[src/rtl/adc_line_pkg.sv]
// Shared definitions for the ADC line assembler and the downstream zone-search stage.
// Word layout: {sample index, sample}.
package adc_line_pkg;

    localparam int PORTS      = 32;
    localparam int DATA_WIDTH = 16;
    localparam int IDX_WIDTH  = 5;
    localparam int WORD_WIDTH = IDX_WIDTH + DATA_WIDTH;

    typedef logic [WORD_WIDTH-1:0] line_word_t;

    typedef enum logic [1:0] {
        ST_IDLE    = 2'd0,
        ST_COLLECT = 2'd1
    } line_state_t;

endpackage

[src/rtl/adc_line_assembler.sv]
// Collects PORTS ADC samples into a shadow line and publishes it as an indexed word array.
// A holdoff timer rate-limits publication; lines that are interrupted or arrive too early are counted as drops.
module adc_line_assembler #(
    parameter int PORTS      = adc_line_pkg::PORTS,
    parameter int DATA_WIDTH = adc_line_pkg::DATA_WIDTH,
    parameter int MIN_GAP    = 40
) (
    input  logic                                                clk,
    input  logic                                                rst,
    input  logic [DATA_WIDTH-1:0]                               ADC_DATA,
    input  logic                                                ADC_DAV,
    input  logic                                                LINE_SYNC,
    output logic [PORTS-1:0][adc_line_pkg::IDX_WIDTH+DATA_WIDTH-1:0] ODATA,
    output logic                                                ODAV,
    output logic                                                LINE_ERR,
    output logic [7:0]                                          DROP_CNT
);
    import adc_line_pkg::*;

    localparam int            IW       = adc_line_pkg::IDX_WIDTH;
    localparam logic [IW-1:0] LAST_IDX = IW'(PORTS - 1);
    localparam logic [7:0]    GAP_LOAD = 8'(MIN_GAP);

    line_state_t                         state_q, state_d;
    logic [IW-1:0]                       cnt_q, cnt_d;
    logic [7:0]                          hold_q;
    logic [PORTS-1:0][DATA_WIDTH-1:0]    shadow_q;

    logic          wr_en;
    logic [IW-1:0] wr_idx;
    logic          line_done;
    logic          line_err_d;
    logic          emit;
    logic          drop_evt;

    always_comb begin
        state_d    = state_q;
        cnt_d      = cnt_q;
        wr_en      = 1'b0;
        wr_idx     = cnt_q;
        line_done  = 1'b0;
        line_err_d = 1'b0;
        case (state_q)
            ST_IDLE: begin
                if (ADC_DAV && LINE_SYNC) begin
                    wr_en   = 1'b1;
                    wr_idx  = '0;
                    cnt_d   = IW'(1);
                    state_d = ST_COLLECT;
                end
            end
            ST_COLLECT: begin
                if (ADC_DAV && LINE_SYNC) begin
                    // A sync inside a line abandons it and restarts on this sample.
                    line_err_d = 1'b1;
                    wr_en      = 1'b1;
                    wr_idx     = '0;
                    cnt_d      = IW'(1);
                end else if (ADC_DAV) begin
                    wr_en  = 1'b1;
                    wr_idx = cnt_q;
                    if (cnt_q == LAST_IDX) begin
                        line_done = 1'b1;
                        cnt_d     = '0;
                        state_d   = ST_IDLE;
                    end else begin
                        cnt_d = cnt_q + 1'b1;
                    end
                end
            end
            default: begin
                state_d = ST_IDLE;
                cnt_d   = '0;
            end
        endcase
    end

    assign emit     = line_done && (hold_q == 8'd0);
    assign drop_evt = (line_done && (hold_q != 8'd0)) || line_err_d;

    always_ff @(posedge clk or posedge rst) begin
        if (rst) begin
            state_q  <= ST_IDLE;
            cnt_q    <= '0;
            hold_q   <= '0;
            shadow_q <= '0;
            ODATA    <= '0;
            ODAV     <= 1'b0;
            LINE_ERR <= 1'b0;
            DROP_CNT <= '0;
        end else begin
            state_q  <= state_d;
            cnt_q    <= cnt_d;
            ODAV     <= emit;
            LINE_ERR <= line_err_d;

            if (wr_en) begin
                shadow_q[wr_idx] <= ADC_DATA;
            end

            if (emit) begin
                hold_q <= GAP_LOAD;
            end else if (hold_q != 8'd0) begin
                hold_q <= hold_q - 8'd1;
            end

            // The final sample bypasses the shadow so the line publishes on its own edge.
            if (emit) begin
                for (int k = 0; k < PORTS; k++) begin
                    ODATA[k] <= {IW'(k), (k == PORTS - 1) ? ADC_DATA : shadow_q[k]};
                end
            end

            if (drop_evt && (DROP_CNT != 8'hFF)) begin
                DROP_CNT <= DROP_CNT + 8'd1;
            end
        end
    end

endmodule

[config.mk]
export PLATFORM = sky130hd
export DESIGN_NAME = adc_line_assembler
export DESIGN_NICKNAME = d
export VERILOG_FILES = /design/src/rtl/adc_line_pkg.sv /design/src/rtl/adc_line_assembler.sv
export SDC_FILE = /design/constraint.sdc
export NUM_CORES = 2
export LEC_CHECK = 0
export CORE_ASPECT_RATIO = 1.2
export CORE_MARGIN = 2
export CORE_UTILIZATION = 50
export CTS_CLUSTER_DIAMETER = 150
export DETAILED_ROUTE_END_ITERATION = 7
export PLACE_DENSITY = 0.76
export SYNTH_ARGS = -nofsm -noshare
export SYNTH_HDL_FRONTEND = slang
export SYNTH_SLANG_ARGS = --single-unit
[constraint.sdc]
create_clock -name clk -period 50.5 [get_ports clk]
set_input_delay 10.1 -clock clk [delete_from_list [all_inputs] [get_ports clk]]
set_output_delay 10.1 -clock clk [all_outputs]
set_load 0.01 [all_outputs]
==> summary by stage <==
Logic synthesis
The post-synthesis sequential element count is 1033. Yosys printed 0 warnings. The number of synthesized flops with an enable pin is 0. A synthesized cell averages roughly 11 sq um. The library cell occupying the most area in the post-synthesis netlist is sky130_fd_sc_hd__dfrtp_1. The synthesized area is 40300 sq um. After synthesis, flip-flops and latches occupy between 60 and 70% of the total area. The share of Yosys cell area claimed by the top area cell type is 64.2%. Yosys attributes the largest share of cell area to sky130_fd_sc_hd__dfrtp_1 (64%), sky130_fd_sc_hd__nand2_1 (15%), sky130_fd_sc_hd__mux2_2 (14%), sky130_fd_sc_hd__buf_4 (3.8%), sky130_fd_sc_hd__clkbuf_1 (1.2%).

The most used flip-flop cell after synthesis is sky130_fd_sc_hd__dfrtp_1. In the synthesized netlist the async set-or-reset flop fraction comes to 100%. Synthesis handed over a netlist of between 3000 and 4000 instances. The netlist uses 42 different library cells.

Worst setup path
STA classifies the critical path startpoint as an input pin. The number of gates on the worst path with buffers counted is 8. The flop-to-flop setup slack is 45.39 ns.

The critical path contains buffers and inverters numbering 4 combined. In this run the worst setup path begins at ADC_DAV. The source of the worst register-to-register timing path is cnt_q[0]. The termination of the worst setup path is ODATA[304].

The cell with the largest stage delay on the worst path is sky130_fd_sc_hd__inv_8. The required time of the critical path is just over 50 ns. Traced cell by cell, the critical path runs through clkdlybuf4s50_1 -> nand4b_1 -> or3_4 -> inv_8 -> buf_4 -> buf_4 -> nand2_1 -> nand2_1.

The worst register-to-register path ends at ODATA[304]. The maximum single-stage delay on the critical path is approximately 0.85 ns. STA classifies the critical path endpoint as a flip-flop. The path type of the worst setup path is in2reg. The worst register-to-register path has a depth of 10.

The family of cells with the greatest summed delay on the critical path is buffers and inverters. The highest net fanout along the worst path is 172. The critical path arrival is approximately 15 ns.

Place
The setup slack after placement is about 35 ns. The wire-length estimate of the detail-placed layout is about 66 mm. The final weighted congestion in routability-driven placement is 0.794. The count of buffers added on input and output ports is 621.

Run status
The flow ran to the end, and the final reports show no timing, DRC or antenna violations.

Final layout
The share of layout cells above drive strength 1 is 17.8%. 0 antenna diodes ended up in the layout. Compared with the post-synthesis result, the final layout area differs by 23.1%. The count of filler cells inserted in the layout is between 6000 and 7000. After the last flow step, the layout net total stands at 4079.

Timing
Setup violations remaining at the end of the flow were counted as 0. The max-slew headroom at the worst pin is roughly a quarter. The final-report max-slew violation count is 0.

Final hold analysis gives a worst-case slack of 0.454 ns. After routing, the total negative slack on setup checks comes to 0 ns. After layout, the worst path uses 28.2% of the clock period. Clock skew on the completed layout was measured at 0.0203 ns. The final-report hold violation count is 0. Setup repair after global routing left no endpoint under its margin. The worst path meets setup with 36.25 ns of slack.

At the pin with the least slew margin, the transition time is roughly 1.1 ns. The smallest clock period supported by the final layout is computed as between 10 and 15 ns. Derived from the worst setup path, the maximum achievable clock frequency is 0.0702 GHz.

Clocking
At the later pin of the worst-skew pair, clock insertion delay measures between 0.6 and 0.7 ns. TritonCTS built the clock tree. After clock tree synthesis, the clock-pin slew on the worst setup and hold paths is roughly 0.07 ns.

The clock tree root driver cell is sky130_fd_sc_hd__clkbuf_16. The H-tree was split into 3 levels. Hold repair after CTS inserted 0 buffers. The maximum root-to-sink buffer count is 3. The count of instances resized after the clock tree is built is 0.

The number of buffers created by CTS is 98. After clock tree synthesis, the setup repair step added 0 buffers. The tree built by TritonCTS fans out to between 1000 and 1500 sinks.

Worst hold path
The type of the worst min-delay path is reg2reg.

Detailed routing
The detailed-route vias per instance is just over 5. For this block, the routed nets add up to 110 mm of wire. The count of nets left with antenna violations once routing finished came out at 0.

The number of remaining DRC errors is 0. The detailed-route wire length per cell is between 20 and 25 um. The via count is 26900.

For this block, the initial DRC count from the detailed router was 2423. The detailed-routing iteration count for the pre-antenna-repair pass is 5.

Die
The initial cell density of the core is between 50% and 60%. The area of the die is 82800 sq um. The count of pins on the block boundary is approximately 700. The die is 315 um tall.

The die is 263 um wide. The row count is 114. The core footprint is roughly 80000 sq um.

Pwr
In this run the power density over the cells is 37.7 nW/um^2. The peak ir drop on the vdd network is a little under 0.03 mV. The cell leakage power is 25.6 nW.

Global route
The total routing resource utilization after global routing is 26.3%. The wire length of the first global-routing pass is 166 mm. Entering global routing, the biggest net connects about 200 pins. The number of antenna violations at the first check in global routing came to 7. The via count of the first global-routing pass was ~27000. The remaining global-route overflow is 0.

Flow run
Across the run, the number of max-cap violations was 0.
[area by class of cell]
class / count / area [sq um] / area share [%]
timing repair buffer: 667 / 6490 / 13.1
clock inverter: 38 / 523 / 1.06
clock buffer: 139 / 2840 / 5.72
multi-input combinational: 2247 / 12500 / 25.2
tap: 1044 / 1310 / 2.64
sequential: 1033 / 25900 / 52.2
inverter: 8 / 45.0 / 0.0909
[metal layers]
metal | routed length [um] | GRT usage (%) | up-vias
li1 | - | - | 12100
met1 | 44200 | 33.3 | 13800
met2 | 53500 | 43.1 | 859
met3 | 7270 | 6.42 | 209
met4 | 4730 | 11.8 | 4
met5 | 26 | 0 | -
[kinds of logic after synthesis]
logic type / count (synthesis) / synth area share (%)
AND/OR/NAND/NOR: 1629 / 15.6
XOR/XNOR: 8 / 0.174
multiplexers: 499 / 14.0
other: 1 / 0.00932
flip-flops: 1033 / 64.2
AO/OA/AOI/OAI: 27 / 0.426
buffers and inverters: 373 / 5.52
adder cells (fa/ha/maj): 4 / 0.124
[worst min path at each step]
stage / from / end / slack [ns] / depth (start not counted)
after floorplan: shadow_q[80] / ODATA[105] / 0.43 / 2
after global routing: shadow_q[268] / ODATA[348] / 0.46 / 2
after CTS: shadow_q[429] / ODATA[559] / 0.44 / 2
after global placement: shadow_q[322] / ODATA[422] / 0.44 / 2
after detailed placement: shadow_q[352] / ODATA[462] / 0.44 / 2
final: shadow_q[231] / ODATA[301] / 0.45 / 2
[flip-flops by register name, summed over array words and instances (netlist names)]
register,cells
hold_q,8
ODAV,1
cnt_q,5
DROP_CNT,8
state_q,1
ODATA,513
shadow_q,496
LINE_ERR,1
[worst reg2reg max path: cells and delay by family (launching register included)]
kind	cells	cell delay, ns
adder cells (fa/ha/maj)	2	0.52
AND/OR/NAND/NOR	5	1.47
flip-flops	1	0.52
buffers and inverters	3	2.53
[cell usage after synthesis, types with 3 or more instances]
library cell and count:
sky130_fd_sc_hd__a21oi_1 7, sky130_fd_sc_hd__and3_1 7, sky130_fd_sc_hd__buf_2 31, sky130_fd_sc_hd__buf_4 205, sky130_fd_sc_hd__clkbuf_1 127, sky130_fd_sc_hd__dfrtp_1 1033
sky130_fd_sc_hd__ha_1 4, sky130_fd_sc_hd__inv_1 7, sky130_fd_sc_hd__mux2_2 497, sky130_fd_sc_hd__nand2_1 1562, sky130_fd_sc_hd__nand2b_1 6, sky130_fd_sc_hd__nand3_1 13
sky130_fd_sc_hd__nor2_1 15, sky130_fd_sc_hd__nor3_1 4, sky130_fd_sc_hd__nor3_2 4, sky130_fd_sc_hd__nor3b_1 3, sky130_fd_sc_hd__nor4b_1 3, sky130_fd_sc_hd__o21ai_0 6
sky130_fd_sc_hd__o22ai_1 3, sky130_fd_sc_hd__or3_1 3, sky130_fd_sc_hd__xnor2_1 8
[power breakdown]
part	internal (mW)	leakage, nW	switching [mW]
clock network	0.448	1.66	0.319
registers	0.909	14.1	0.0472
logic	0.0738	9.84	0.0708
total	1.43	25.6	0.437
[placed cells by master (no fill, tap or decap), types with 4 or more instances in the layout]
master                            count
sky130_fd_sc_hd__nand2_1           1562
sky130_fd_sc_hd__inv_1                6
sky130_fd_sc_hd__clkbuf_16           98
sky130_fd_sc_hd__nand3_1             13
sky130_fd_sc_hd__clkinv_2            16
sky130_fd_sc_hd__nand2b_1             6
sky130_fd_sc_hd__nor3_1               4
sky130_fd_sc_hd__dfrtp_1           1032
sky130_fd_sc_hd__clkbuf_8            23
sky130_fd_sc_hd__inv_6                4
sky130_fd_sc_hd__clkbuf_1            18
sky130_fd_sc_hd__buf_4               44
sky130_fd_sc_hd__and3_1               7
sky130_fd_sc_hd__conb_1              80
sky130_fd_sc_hd__a21oi_1              7
sky130_fd_sc_hd__nor2_1               9
sky130_fd_sc_hd__xnor2_1              8
sky130_fd_sc_hd__buf_2               16
sky130_fd_sc_hd__nor2_2               6
sky130_fd_sc_hd__mux2_2             497
sky130_fd_sc_hd__bufinv_16           11
sky130_fd_sc_hd__clkdlybuf4s50_1    605
sky130_fd_sc_hd__o21ai_0              6
sky130_fd_sc_hd__ha_1                 4
[metrics by stage]
| step | utilization, % | total power [mW] | instances | instance area, sq um |
|---|---|---|---|---|
| 2_1_floorplan | - | 1.07 | 3653 | 40600 |
| 3_3_place_gp | 57.6 | 1.10 | 4998 | 46200 |
| 3_5_place_dp | 57.6 | 1.12 | 4998 | 46200 |
| 4_1_cts | 61.8 | 1.88 | 5175 | 49600 |
| 5_1_grt | 61.8 | 1.94 | 5176 | 49600 |
| 6_report | 61.8 | 1.87 | 5176 | 49600 |
No activity file was read; power rests on OpenSTA's default activity.
